File: config.mk
export PLATFORM = sky130hd
export DESIGN_NAME = dm_arbiter_flat
export DESIGN_NICKNAME = d
export VERILOG_FILES = /design/src/rtl/dm_pkg.sv /design/src/rtl/dm_arbiter_if.sv /design/src/rtl/dm_arbiter_rr_pick.sv /design/src/rtl/dm_arbiter.sv /design/src/flat_wrapper.sv
export SDC_FILE = /design/constraint.sdc
export NUM_CORES = 1
export LEC_CHECK = 0
export BUFFER_PORTS_ARGS = -buffer_cell sky130_fd_sc_hd__buf_4
export CAP_MARGIN = 20
export CORE_ASPECT_RATIO = 1.1
export CORE_MARGIN = 2
export CORE_UTILIZATION = 49
export CTS_BUF_LIST = sky130_fd_sc_hd__clkbuf_4
export CTS_CLUSTER_SIZE = 14
export DETAILED_ROUTE_END_ITERATION = 16
export HOLD_SLACK_MARGIN = 0.12
export PLACE_DENSITY = 0.86
export SYNTH_ARGS = -nofsm -noshare
export SYNTH_HDL_FRONTEND = slang
export SYNTH_SLANG_ARGS = --single-unit
File: constraint.sdc
create_clock -name clock -period 3.57 [get_ports clock]
set_input_delay 0.5355 -clock clock [delete_from_list [all_inputs] [get_ports clock]]
set_output_delay 0.5355 -clock clock [all_outputs]
set_load 0.01 [all_outputs]
File: src/rtl/dm_pkg.sv
// Shared defaults, FSM encoding and helpers for the data-memory arbiter.
package dm_pkg;

  localparam int NUM_CORES_DEF = 4;
  localparam int ADDR_W_DEF    = 16;
  localparam int DATA_W_DEF    = 8;
  localparam int MEM_LAT_DEF   = 1;
  localparam int CNT_W         = 3;

  typedef enum logic [1:0] {
    IDLE   = 2'd0,
    ACCESS = 2'd1,
    RDWAIT = 2'd2
  } state_e;

  function automatic int idx_width(input int n);
    return (n > 1) ? $clog2(n) : 1;
  endfunction

endpackage

File: src/rtl/dm_arbiter_if.sv
// Core-side request bus plus memory-side port of the arbiter, bundled as one interface.
interface dm_arbiter_if
  import dm_pkg::*;
#(
    parameter int NUM_CORES = NUM_CORES_DEF,
    parameter int ADDR_W    = ADDR_W_DEF,
    parameter int DATA_W    = DATA_W_DEF
);
    logic [NUM_CORES-1:0]        req;
    logic [NUM_CORES-1:0]        wren;
    logic [NUM_CORES*ADDR_W-1:0] addr;
    logic [NUM_CORES*DATA_W-1:0] wdata;
    logic [NUM_CORES-1:0]        gnt;
    logic [NUM_CORES-1:0]        rvalid;
    logic [DATA_W-1:0]           rdata;
    logic [ADDR_W-1:0]           mem_address;
    logic [DATA_W-1:0]           mem_data;
    logic                        mem_wren;
    logic [DATA_W-1:0]           mem_q;
    logic                        busy;

    modport slave (
        input  req, wren, addr, wdata, mem_q,
        output gnt, rvalid, rdata, mem_address, mem_data, mem_wren, busy
    );

    modport master (
        output req, wren, addr, wdata, mem_q,
        input  gnt, rvalid, rdata, mem_address, mem_data, mem_wren, busy
    );
endinterface

File: src/rtl/dm_arbiter_rr_pick.sv
// Round-robin winner selection: first requester after last_winner, wrapping around.
module rr_pick
  import dm_pkg::*;
#(
    parameter int NUM_CORES = NUM_CORES_DEF,
    parameter int IDX_W     = idx_width(NUM_CORES)
) (
    input  logic [NUM_CORES-1:0] req_i,
    input  logic [IDX_W-1:0]     last_winner_i,
    output logic [NUM_CORES-1:0] winner_o,
    output logic [IDX_W-1:0]     winner_idx_o
);
    logic             found;
    logic [IDX_W-1:0] cand_idx;

    // NOTE: every output and temporary gets a default first so no path infers a latch.
    always_comb begin
        winner_o     = '0;
        winner_idx_o = '0;
        found        = 1'b0;
        cand_idx     = '0;
        for (int k = 1; k <= NUM_CORES; k++) begin
            cand_idx = IDX_W'((int'(last_winner_i) + k) % NUM_CORES);
            if (!found && req_i[cand_idx]) begin
                found              = 1'b1;
                winner_o[cand_idx] = 1'b1;
                winner_idx_o       = cand_idx;
            end
        end
    end
endmodule

File: src/rtl/dm_arbiter.sv
// Round-robin arbiter granting NUM_CORES cores access to one single-port data memory.
module dm_arbiter
  import dm_pkg::*;
#(
    parameter int NUM_CORES = NUM_CORES_DEF,
    parameter int ADDR_W    = ADDR_W_DEF,
    parameter int DATA_W    = DATA_W_DEF,
    parameter int MEM_LAT   = MEM_LAT_DEF
) (
    input logic         clock,
    input logic         rst_n,
    dm_arbiter_if.slave bus
);
    localparam int IDX_W = idx_width(NUM_CORES);

    state_e               state_q, state_d;
    logic [IDX_W-1:0]     last_q, last_d, idx_q, idx_d;
    logic [ADDR_W-1:0]    addr_q, addr_d;
    logic [DATA_W-1:0]    wdata_q, wdata_d, rdata_q, rdata_d;
    logic                 wren_q, wren_d;
    logic [CNT_W-1:0]     cnt_q, cnt_d;
    logic [NUM_CORES-1:0] gnt_q, gnt_d, rvalid_q, rvalid_d;

    logic [NUM_CORES-1:0] pick_onehot;
    logic [IDX_W-1:0]     pick_idx;
    logic [ADDR_W-1:0]    addr_arr  [NUM_CORES];
    logic [DATA_W-1:0]    wdata_arr [NUM_CORES];

    for (genvar i = 0; i < NUM_CORES; i++) begin : g_slice
        assign addr_arr[i]  = bus.addr[i*ADDR_W +: ADDR_W];
        assign wdata_arr[i] = bus.wdata[i*DATA_W +: DATA_W];
    end

    rr_pick #(.NUM_CORES(NUM_CORES), .IDX_W(IDX_W)) u_pick (
        .req_i         (bus.req),
        .last_winner_i (last_q),
        .winner_o      (pick_onehot),
        .winner_idx_o  (pick_idx)
    );

    always_comb begin
        state_d  = state_q;
        last_d   = last_q;
        idx_d    = idx_q;
        addr_d   = addr_q;
        wdata_d  = wdata_q;
        wren_d   = wren_q;
        cnt_d    = cnt_q;
        rdata_d  = rdata_q;
        gnt_d    = '0;
        rvalid_d = '0;
        unique case (state_q)
            IDLE: begin
                if (|bus.req) begin
                    gnt_d   = pick_onehot;
                    idx_d   = pick_idx;
                    last_d  = pick_idx;
                    addr_d  = addr_arr[pick_idx];
                    wdata_d = wdata_arr[pick_idx];
                    wren_d  = bus.wren[pick_idx];
                    state_d = ACCESS;
                end
            end
            ACCESS: begin
                if (wren_q) begin
                    state_d = IDLE;
                end else begin
                    cnt_d   = CNT_W'(MEM_LAT);
                    state_d = RDWAIT;
                end
            end
            RDWAIT: begin
                // Address stays on mem_address until the counter drains, then mem_q is valid.
                if (cnt_q == '0) begin
                    rvalid_d[idx_q] = 1'b1;
                    rdata_d         = bus.mem_q;
                    state_d         = IDLE;
                end else begin
                    cnt_d = cnt_q - 1'b1;
                end
            end
            default: state_d = IDLE;
        endcase
    end

    // NOTE: the whole datapath is reset, not just control, because mem_address, mem_data and rdata must read 0 while rst_n is low.
    always_ff @(posedge clock or negedge rst_n) begin
        if (!rst_n) begin
            state_q  <= IDLE;
            last_q   <= IDX_W'(NUM_CORES - 1);
            idx_q    <= '0;
            addr_q   <= '0;
            wdata_q  <= '0;
            wren_q   <= 1'b0;
            cnt_q    <= '0;
            rdata_q  <= '0;
            gnt_q    <= '0;
            rvalid_q <= '0;
        end else begin
            // NOTE: non-blocking so every register samples the pre-edge values.
            state_q  <= state_d;
            last_q   <= last_d;
            idx_q    <= idx_d;
            addr_q   <= addr_d;
            wdata_q  <= wdata_d;
            wren_q   <= wren_d;
            cnt_q    <= cnt_d;
            rdata_q  <= rdata_d;
            gnt_q    <= gnt_d;
            rvalid_q <= rvalid_d;
        end
    end

    assign bus.gnt         = gnt_q;
    assign bus.rvalid      = rvalid_q;
    assign bus.rdata       = rdata_q;
    assign bus.mem_address = addr_q;
    assign bus.mem_data    = wdata_q;
    assign bus.mem_wren    = (state_q == ACCESS) && wren_q;
    assign bus.busy        = (state_q != IDLE);
endmodule

File: src/flat_wrapper.sv
// flat-port wrapper written by rule: the top's interface ports become plain ports
module dm_arbiter_flat import dm_pkg::*;
#(
    parameter int NUM_CORES = NUM_CORES_DEF,
    parameter int ADDR_W    = ADDR_W_DEF,
    parameter int DATA_W    = DATA_W_DEF,
    parameter int MEM_LAT   = MEM_LAT_DEF
)
  (clock, rst_n, bus_req, bus_wren, bus_addr, bus_wdata, bus_mem_q, bus_gnt, bus_rvalid, bus_rdata, bus_mem_address, bus_mem_data, bus_mem_wren, bus_busy);
  dm_arbiter_if #(.NUM_CORES(NUM_CORES), .ADDR_W(ADDR_W), .DATA_W(DATA_W)) bus_i ();
  input logic clock;
  input logic rst_n;
  input wire logic [$bits(bus_i.req)-1:0] bus_req;
  input wire logic [$bits(bus_i.wren)-1:0] bus_wren;
  input wire logic [$bits(bus_i.addr)-1:0] bus_addr;
  input wire logic [$bits(bus_i.wdata)-1:0] bus_wdata;
  input wire logic [$bits(bus_i.mem_q)-1:0] bus_mem_q;
  output wire logic [$bits(bus_i.gnt)-1:0] bus_gnt;
  output wire logic [$bits(bus_i.rvalid)-1:0] bus_rvalid;
  output wire logic [$bits(bus_i.rdata)-1:0] bus_rdata;
  output wire logic [$bits(bus_i.mem_address)-1:0] bus_mem_address;
  output wire logic [$bits(bus_i.mem_data)-1:0] bus_mem_data;
  output wire logic [$bits(bus_i.mem_wren)-1:0] bus_mem_wren;
  output wire logic [$bits(bus_i.busy)-1:0] bus_busy;
  assign bus_i.req = bus_req;
  assign bus_i.wren = bus_wren;
  assign bus_i.addr = bus_addr;
  assign bus_i.wdata = bus_wdata;
  assign bus_i.mem_q = bus_mem_q;
  assign bus_gnt = bus_i.gnt;
  assign bus_rvalid = bus_i.rvalid;
  assign bus_rdata = bus_i.rdata;
  assign bus_mem_address = bus_i.mem_address;
  assign bus_mem_data = bus_i.mem_data;
  assign bus_mem_wren = bus_i.mem_wren;
  assign bus_busy = bus_i.busy;
  dm_arbiter #(.NUM_CORES(NUM_CORES), .ADDR_W(ADDR_W), .DATA_W(DATA_W), .MEM_LAT(MEM_LAT)) u_core (.clock(clock), .rst_n(rst_n), .bus(bus_i));
endmodule
==> impl_metrics.json, run 1 <==
{
  "grt_pass1_wl_um": 16000,
  "fin_cells": 556,
  "p_total_mw": 4.31,
  "cts-root-buf": "clkbuf_4",
  "p_per_area_mw_per_mm2": 917,
  "clockBufferDepth": 2,
  "vias": 3220,
  "slew_headroom_pct": 26.8,
  "hold_viol_final": 0,
  "cp.required_ns": 3.80,
  "start_kind": "flop",
  "r2r_slack_ns": 0.35,
  "num_io_pins": 156,
  "drc": 0,
  "cts_resized": 0,
  "rr_startpoint": "u_core.last_q[1]$_DFFE_PN1P_",
  "grt_util_all_layers_pct": 25.5,
  "clkLatencyLatePin_ns": 0.38,
  "cts_max_level": 2,
  "routed_wl_um": 9800,
  "worst-r2r-cell-count": 8,
  "critPathCaptureType": "flop",
  "synth_seq_cells": 50,
  "grt_pass1_vias": 3389,
  "synth_cells": 328,
  "fp-row-count": 32,
  "cts_tree": "yes",
  "min_period_ns": 3.22,
  "syn_avg_cell_area_um2": 10.5,
  "ant_nets": 0,
  "synth.yosys.warnings": 0,
  "numCtsBuffers": 5,
  "grt_max_degree": 51,
  "cp-endpoint": "u_core.bus.mem_address[8]$_DFFE_PN0P_",
  "multi_input_area_mm2": 0.00198,
  "synth-simple-area-share_pct": 10.0,
  "drt-pass1-iter-count": 4,
  "post-route-period-util_pct": 90.2,
  "die_w_um": 83.8,
  "synth-seq-area-share_pct": 36.5,
  "synth_top_family_by_area": "multiplexers",
  "r2r-end": "u_core.bus.mem_address[8]$_DFFE_PN0P_",
  "synth_mux_area_share_pct": 24.5,
  "ctsHoldBuffers": 0,
  "place.port_buffers": 155,
  "synth_compound_area_share_pct": 17.6,
  "clk_pin_slew_ns": 0.16,
  "fin_skew_ns": 0.0152,
  "synth_edf_count": 0,
  "fin_nets": 597,
  "regArea_mm2": 0.00125,
  "diodes": 0,
  "tns_ns": 0,
  "stdcell_area_mm2": 0.00470,
  "postCtsSetupBuffers": 0,
  "area_delta_synth_final_pct": 36.8,
  "core_mm2": 0.00689,
  "async_flop_share_pct": 100,
  "setup.worst_path.class": "flop to flop",
  "synth_adder_area_share_pct": 4.74,
  "clock-sinks": 50,
  "rsz0062_at_grt": "no",
  "fmax_ghz": 0.311,
  "drv_cap": 0,
  "fillCellCount": 558,
  "hpwl_um": 7100,
  "viasPerCell": 5.79,
  "hold_class": "primary input to async pin",
  "peakVddDrop_v": 0.000449,
  "dp_cells": 548,
  "initialDrtViolationCount": 137,
  "tightest_slew_ns": 1.10,
  "place_area_mm2": 0.00459,
  "hold_ws_ns": 0.151,
  "synth_ff_type": "dfrtp_1",
  "dieArea_mm2": 0.00769,
  "antenna_found_initial": 0,
  "post_drt_wl_per_cell_um": 17.6,
  "syn_nets": 455,
  "synth_xor_area_share_pct": 0.255,
  "crit_start": "u_core.last_q[1]$_DFFE_PN1P_",
  "fp.dieH_um": 91.8,
  "drv_slew": 0,
  "cp_data_arrival_time_ns": 3.45,
  "setup_viol_count_final": 0,
  "leakage_nw": 2.44,
  "syn-cell-area_mm2": 0.00343,
  "layout-drive-gt1-share_pct": 39.1,
  "synth_cell_types": 42,
  "path_max_fanout": 17,
  "grt-ovfl-total": 0,
  "floorplan.initialDensity_pct": 49.8,
  "place_congestion": 0.831,
  "status": "finished clean"
}
-- cells by family (layout without fill, tap and decap cells) --
kind of cell,after synthesis,count (layout)
AO/OA/AOI/OAI,75,75
XOR/XNOR,1,1
adder cells (fa/ha/maj),13,13
buffers and inverters,36,179
flip-flops,50,50
multiplexers,80,80
AND/OR/NAND/NOR,73,73
-- layer usage --
| layer | global-route usage (%) | vias up | share of wire [%] |
|---|---|---|---|
| met4 | 8.06 | 0 | 1.6 |
| met5 | 0 | - | 0 |
| met1 | 29.9 | 1564 | 40 |
| li1 | - | 1515 | - |
| met2 | 46.5 | 125 | 52 |
| met3 | 5.40 | 16 | 6.4 |
-- layout by cell type (no fill, tap or decap), types with 2 or more instances in the layout --
master,instances
dfstp_2,2
a221oi_1,5
nand3b_1,2
inv_1,7
a21oi_1,3
mux2i_1,75
bufinv_16,2
mux4_2,3
nor4_1,2
mux2_2,2
a22oi_1,4
nor3_1,3
nor2_1,12
o21ai_0,8
or2_2,2
nand2_1,36
buf_4,163
dfrtp_1,48
nand2b_1,6
and2_1,2
ha_1,13
clkbuf_4,5
a2bb2oi_1,25
o221ai_1,25
-- synth_stat cells (3+ instances only) --
| cell | n | area share (%) |
|---|---|---|
| buf_1 | 3 | 0.33 |
| buf_2 | 3 | 0.44 |
| nor3_1 | 3 | 0.44 |
| a21oi_1 | 3 | 0.44 |
| inv_1 | 7 | 0.77 |
| clkbuf_1 | 13 | 1.4 |
| mux4_2 | 3 | 2.0 |
| a22oi_1 | 4 | 0.87 |
| ha_1 | 13 | 4.7 |
| o221ai_1 | 25 | 6.4 |
| a221oi_1 | 5 | 1.3 |
| o21ai_0 | 8 | 1.2 |
| mux2i_1 | 75 | 22 |
| buf_6 | 5 | 1.6 |
| dfrtp_1 | 48 | 35 |
| nand2_1 | 36 | 3.9 |
| nor2_1 | 12 | 1.3 |
| a2bb2oi_1 | 25 | 6.4 |
| nand2b_1 | 6 | 1.1 |
-- flip-flops by register name (all words and copies together), names as in the netlist, 3 cells and up --
register / cells
u_core.bus.gnt: 4
u_core.bus.mem_address: 16
u_core.bus.mem_data: 8
u_core.bus.rdata: 8
u_core.bus.rvalid: 4
u_core.cnt_q: 3
-- stage by stage --
| step | worst slack [ns] | util, % |
|---|---|---|
| 6_report | 0.351 | 68.2 |
| 5_1_grt | 0.175 | 68.2 |
| 4_1_cts | 0.371 | 68.2 |
| 3_5_place_dp | 0.403 | 66.6 |
| 3_3_place_gp | 0.541 | 66.6 |
| 2_1_floorplan | 0.402 | - |
-- power by group --
group          switching, mW  leakage [nW]  internal (mW)
logic                   1.49          1.77           1.40
clock network          0.195        0.0554          0.219
registers              0.162         0.621          0.838
total                   1.84          2.44           2.46
-- critical path, stage by stage, from the launching register on --
cell	delay, ns
dfstp_2	0.67
inv_1	0.14
ha_1	0.36
mux4_2	0.44
or3_2	0.56
a21oi_4	0.17
buf_4	0.34
mux2i_1	0.25
o221ai_1	0.14
-- how the worst min path moves through the flow --
stage / slack [ns] / cells after the start / to
after floorplan: 0.24 / 0 / u_core.bus.gnt[0]$_DFF_PN0_
after global placement: 0.46 / 2 / u_core.bus.rdata[7]$_DFFE_PN0P_
after detailed placement: 0.47 / 2 / u_core.bus.rdata[5]$_DFFE_PN0P_
after CTS: 0.17 / 1 / u_core.bus.mem_address[9]$_DFFE_PN0P_
after global routing: 0.20 / 1 / u_core.wren_q$_DFFE_PN0P_
final: 0.15 / 1 / u_core.wren_q$_DFFE_PN0P_
-- cell type report --
cell class,count,share of cell area [%]
clock inverters,3,1.47
clock buffers,5,0.799
well taps,85,2.26
repair buffers,163,26.1
flip-flops and latches,50,26.7
multi-input cells,242,42.1
inverters,8,0.639
Power figures use the tool's default switching activity.
==> run 2: changes to the inputs <==
--- a/config.mk
+++ b/config.mk
@@ -7,9 +7,11 @@
 export LEC_CHECK = 0
 export BUFFER_PORTS_ARGS = -buffer_cell sky130_fd_sc_hd__buf_4
 export CAP_MARGIN = 20
+export CELL_PAD_IN_SITES_DETAIL_PLACEMENT = 0
+export CELL_PAD_IN_SITES_GLOBAL_PLACEMENT = 1
 export CORE_ASPECT_RATIO = 1.1
 export CORE_MARGIN = 2
-export CORE_UTILIZATION = 49
+export CORE_UTILIZATION = 36
 export CTS_BUF_LIST = sky130_fd_sc_hd__clkbuf_4
 export CTS_CLUSTER_SIZE = 14
 export DETAILED_ROUTE_END_ITERATION = 16
==> run 2 against run 1 <==
Sequential power barely moved. Register-to-register slack worse by 0.12 ns. Core utilization decreased by 18 points. Total power decreased by 2.5%.
==> impl_metrics.json, run 2 (synthesis results as in run 1) <==
{
  "hold_ws_ns": 0.138,
  "antenna_found_initial": 0,
  "place.port_buffers": 155,
  "fin_nets": 597,
  "grt_pass1_wl_um": 16200,
  "switchingPower_mw": 1.84,
  "vias": 3192,
  "grt_pass1_vias": 3343,
  "cp.required_ns": 3.85,
  "tightest_slew_ns": 0.662,
  "worst-r2r-cell-count": 9,
  "area_delta_synth_final_pct": 37.1,
  "regArea_mm2": 0.00125,
  "hpwl_um": 7030,
  "final_common_cell": "buf_4",
  "ant_nets": 0,
  "power.sequential.fraction_pct": 24.6,
  "fillCellCount": 882,
  "most-common-layout-cells": "buf_4, mux2i_1, dfrtp_1, nand2_1",
  "cts_resized": 0,
  "fp-row-count": 37,
  "postCtsSetupBuffers": 0,
  "cts-root-buf": "clkbuf_4",
  "routed_wl_um": 9900,
  "hold_class": "primary input to async pin",
  "clockBufferDepth": 2,
  "initialDrtViolationCount": 181,
  "drc": 0,
  "p_int_mw": 2.36,
  "largest_reg_flops": 16,
  "diodes": 0,
  "peakVddDrop_v": 0.000441,
  "fmax_ghz": 0.299,
  "r2r_slack_ns": 0.23,
  "clk_pin_slew_ns": 0.19,
  "rr_startpoint": "u_core.last_q[0]$_DFFE_PN1P_",
  "tns_ns": 0,
  "clock-sinks": 50,
  "drv_cap": 0,
  "start_kind": "flop",
  "cp_data_arrival_time_ns": 3.63,
  "num_io_pins": 156,
  "r2r-end": "u_core.bus.mem_address[6]$_DFFE_PN0P_",
  "post_drt_wl_per_cell_um": 16.8,
  "fp.dieH_um": 106,
  "slew_headroom_pct": 55.9,
  "p_comb_share_pct": 68.3,
  "p_per_area_mw_per_mm2": 892,
  "swShare_pct": 43.9,
  "viasPerCell": 5.43,
  "leakage_nw": 2.43,
  "clkLatencyLatePin_ns": 0.40,
  "numCtsBuffers": 5,
  "cts_tree": "yes",
  "dieArea_mm2": 0.0103,
  "cts_max_level": 2,
  "die_w_um": 97.1,
  "ctsHoldBuffers": 0,
  "floorplan.initialDensity_pct": 36.9,
  "core_mm2": 0.00931,
  "setup.worst_path.class": "flop to flop",
  "min_period_ns": 3.34,
  "post-route-period-util_pct": 93.6,
  "grt_util_all_layers_pct": 19.1,
  "place_congestion": 0.827,
  "drv_slew": 0,
  "status": "finished clean",
  "multi_input_area_mm2": 0.00198,
  "grt_max_degree": 51,
  "rsz0062_at_grt": "no",
  "layout-drive-gt1-share_pct": 39.1,
  "drt-pass1-iter-count": 4,
  "critPathCaptureType": "flop",
  "grt-ovfl-total": 0,
  "fin_skew_ns": 0.0275,
  "path_max_fanout": 17,
  "p_clk_share_pct": 7.1,
  "setup_viol_count_final": 0,
  "hold_viol_final": 0
}
[run 2: per-stage QoR]
stage / instance area [um2] / util [%] / power (mW) / instances / setup WS (ns)
after detailed placement: 4640 / 49.9 / 3.94 / 580 / 0.195
after global routing: 4710 / 50.6 / 4.52 / 588 / 0.0142
after floorplan: 3430 / - / 3.13 / 328 / 0.402
after CTS: 4710 / 50.6 / 4.25 / 588 / 0.205
final: 4710 / 50.6 / 4.20 / 588 / 0.228
after global placement: 4640 / 49.9 / 3.87 / 580 / 0.325
[run 2: power groups by stage]
stage               combinational [mW]  sequential (mW)  clock, mW
detailed placement                2.90             1.04          0
floorplan                         2.05             1.08          0
CTS                               2.90             1.04      0.309
global route                      3.12             1.07      0.325
finish                            2.87             1.03      0.298
global placement                  2.84             1.03          0
[run 2: worst max path at each step]
stage                                            start                                endpoint  slack (ns)
after global routing      u_core.last_q[0]$_DFFE_PN1P_               u_core.wren_q$_DFFE_PN0P_        0.01
after global placement    u_core.last_q[0]$_DFFE_PN1P_      u_core.bus.mem_data[4]$_DFFE_PN0P_        0.33
final                     u_core.last_q[0]$_DFFE_PN1P_   u_core.bus.mem_address[6]$_DFFE_PN0P_        0.23
after CTS                 u_core.last_q[0]$_DFFE_PN1P_   u_core.bus.mem_address[6]$_DFFE_PN0P_        0.20
after detailed placement  u_core.last_q[0]$_DFFE_PN1P_   u_core.bus.mem_address[6]$_DFFE_PN0P_        0.19
after floorplan           u_core.last_q[0]$_DFFE_PN1P_  u_core.bus.mem_address[10]$_DFFE_PN0P_        0.40
[run 2: routing by layer]
layer  global-route usage, %  wire length, um  part of all wire [%]  vias up
li1                        -                -                     -     1517
met1                    22.5             4080                    41     1550
met2                    35.3             5130                    52      117
met3                    3.62              620                   6.3        8
met4                    5.73               72                  0.73        0
met5                       0                0                     0        -
[run 2: cell type report]
type,instances,area share (%)
well taps,117,3.11
multi-input cells,242,42.0
clock inverters,3,0.558
repair buffers,163,26.3
flip-flops and latches,50,26.6
clock buffers,5,0.798
inverters,8,0.638
[run 2: worst max-delay path, cell delays in order (launching register included)]
cell	delay (ns)
dfstp_2	0.78
inv_1	0.21
ha_1	0.38
mux4_2	0.30
nor2b_4	0.17
or3_2	0.50
a21oi_4	0.17
buf_4	0.32
mux2i_1	0.26
o221ai_1	0.15
==> run 3: changes to the inputs <==
==> constraint.sdc (replaced) <==
create_clock -name clock -period 3.57 [get_ports clock]
set_input_delay 0 -clock clock [delete_from_list [all_inputs] [get_ports clock]]
set_output_delay 0 -clock clock [all_outputs]
set_load 0.01 [all_outputs]
==> run 3 against run 2 <==
Via count grew 17%. First-iteration DRC count is 11% lower. Clock power is essentially flat. Critical path type unchanged.
==> impl_metrics.json, run 3 (synthesis results as in run 1) <==
{
  "status": "finished clean",
  "post-route-period-util_pct": 95.7,
  "critPathCaptureType": "flop",
  "clockBufferDepth": 2,
  "met1_length_um": 4660,
  "diodes": 0,
  "largest_reg_flops": 16,
  "fin_util_pct": 62.3,
  "regArea_mm2": 0.00125,
  "path_max_fanout": 17,
  "rr_startpoint": "u_core.last_q[0]$_DFFE_PN1P_",
  "ant_nets": 0,
  "switchingPower_mw": 1.91,
  "fillCellCount": 745,
  "fp.dieH_um": 106,
  "min_from": "bus_req[0]",
  "cpMaxStageDelayCell": "dfstp_2",
  "dieArea_mm2": 0.0103,
  "core_mm2": 0.00931,
  "p_clk_share_pct": 6.8,
  "critPathTopFamily": "flip-flops",
  "setup.worst_path.class": "flop to flop",
  "hold_depth": 4,
  "fmax_ghz": 0.293,
  "p_per_area_mw_per_mm2": 750,
  "fin_skew_ns": 0.0180,
  "grt-ovfl-total": 0,
  "tns_ns": 0,
  "fp-row-count": 37,
  "clk_pin_slew_ns": 0.17,
  "swShare_pct": 44.0,
  "most-common-layout-cells": "buf_4, dlygate4sd3_1, mux2i_1, dfrtp_1, nand2_1",
  "area_delta_synth_final_pct": 68.9,
  "min_period_ns": 3.42,
  "leakage_nw": 2.88,
  "drv_slew": 0,
  "final_common_cell": "buf_4",
  "vias": 3744,
  "cp_cell_sequence": "inv_1 > ha_1 > mux4_2 > nor2b_4 > or3_2 > a21oi_4 > buf_4 > mux2i_1 > o221ai_1",
  "drv_cap": 0,
  "grt_pass1_vias": 4070,
  "routed_wl_um": 12100,
  "peakVddDrop_v": 0.000446,
  "crit_start": "u_core.last_q[0]$_DFFE_PN1P_",
  "numCtsBuffers": 5,
  "post_drt_wl_per_cell_um": 17.4,
  "initialDrtViolationCount": 161,
  "worst-r2r-cell-count": 9,
  "place_congestion": 0.825,
  "p_int_mw": 2.43,
  "multi_input_area_mm2": 0.00198,
  "routed.top_layer": "met4",
  "p_comb_share_pct": 69.3,
  "die_w_um": 97.1,
  "worstSetupPathDepth": 9,
  "viasPerCell": 5.37,
  "cts-root-buf": "clkbuf_4",
  "hpwl_um": 7030,
  "layout-drive-gt1-share_pct": 31.7,
  "critPathMaxStageDelay_ns": 0.79,
  "p_total_mw": 4.35,
  "setup_viol_count_final": 0,
  "tightest_slew_ns": 0.722,
  "wl_met2_um": 6530,
  "rsz0062_at_grt": "no",
  "hold_viol_final": 0,
  "fin_nets": 706,
  "critical_path_buf_inv_count": 2,
  "cts_max_level": 2,
  "cp.required_ns": 3.81,
  "num_io_pins": 156,
  "grt_pass1_wl_um": 19400,
  "grt_max_degree": 51,
  "postCtsSetupBuffers": 0,
  "start_kind": "flop",
  "slew_headroom_pct": 51.9,
  "hold_class": "primary input to flop",
  "grt_util_all_layers_pct": 23.2,
  "place.port_buffers": 155,
  "clkLatencyLatePin_ns": 0.38,
  "floorplan.initialDensity_pct": 36.9,
  "drc": 0,
  "clock-sinks": 50,
  "antenna_found_initial": 0,
  "drt-pass1-iter-count": 4,
  "cts_tree": "yes",
  "power.sequential.fraction_pct": 23.9,
  "wl_met3_um": 554,
  "cp_data_arrival_time_ns": 3.65
}
## run 3: layer usage
layer	vias up	GRT usage, %
li1	1742	-
met1	1817	25.2
met2	151	44.0
met3	34	3.88
met4	0	10.1
met5	-	0
## run 3: repair_timing
item | 4_1_cts | 5_1_grt
endpoints found under the setup margin | 0 | 0
gates resized for setup | 0 | 0
hold buffers | 109 | 0
hold endpoints to repair | 83 | 0
## run 3: path summary, 6_finish.rpt
check / to / slack, ns
min in group asynchronous: u_core.cnt_q[1]$_DFFE_PN0P_ / 0.16
max in group asynchronous: u_core.bus.mem_address[0]$_DFFE_PN0P_ / 2.96
worst min-delay path: u_core.state_q[1]$_DFFE_PN0P_ / 0.15
worst max register to register: u_core.bus.mem_address[13]$_DFFE_PN0P_ / 0.15
worst min register to register: u_core.bus.rdata[0]$_DFFE_PN0P_ / 0.50
worst max-delay path: u_core.bus.mem_address[13]$_DFFE_PN0P_ / 0.15
## run 3: tightest hold or removal path, stage by stage
cell	delay, ns
buf_4	0.13
nor4_1	0.08
a21oi_1	0.19
o21ai_0	0.10
## run 3: area by class of cell
| type | instances | area share (%) |
|---|---|---|
| multi-input cells | 242 | 34.1 |
| clock inverters | 3 | 0.453 |
| clock buffers | 5 | 0.648 |
| inverters | 8 | 0.518 |
| well taps | 117 | 2.53 |
| flip-flops and latches | 50 | 21.6 |
| repair buffers | 272 | 40.1 |
## run 3: stage by stage
stage | instance area (um2) | std cells | hold slack [ns] | setup slack (ns)
6_report | 5800 | 697 | 0.148 | 0.155
5_1_grt | 5800 | 697 | 0.205 | 0.0142
4_1_cts | 5800 | 697 | 0.136 | 0.161
3_5_place_dp | 4640 | 580 | 0.0843 | 0.187
3_3_place_gp | 4640 | 580 | 0.0817 | 0.325
2_1_floorplan | 3430 | 328 | -0.296 | 0.402
## run 3: power by group through the flow
stage / Sequential (mW) / Combinational [mW] / Clock (mW)
2_1_floorplan: 1.08 / 2.05 / 0
3_3_place_gp: 1.04 / 2.84 / 0
3_5_place_dp: 1.04 / 2.88 / 0
4_1_cts: 1.03 / 2.98 / 0.308
5_1_grt: 1.07 / 3.24 / 0.333
6_report: 1.04 / 3.01 / 0.296
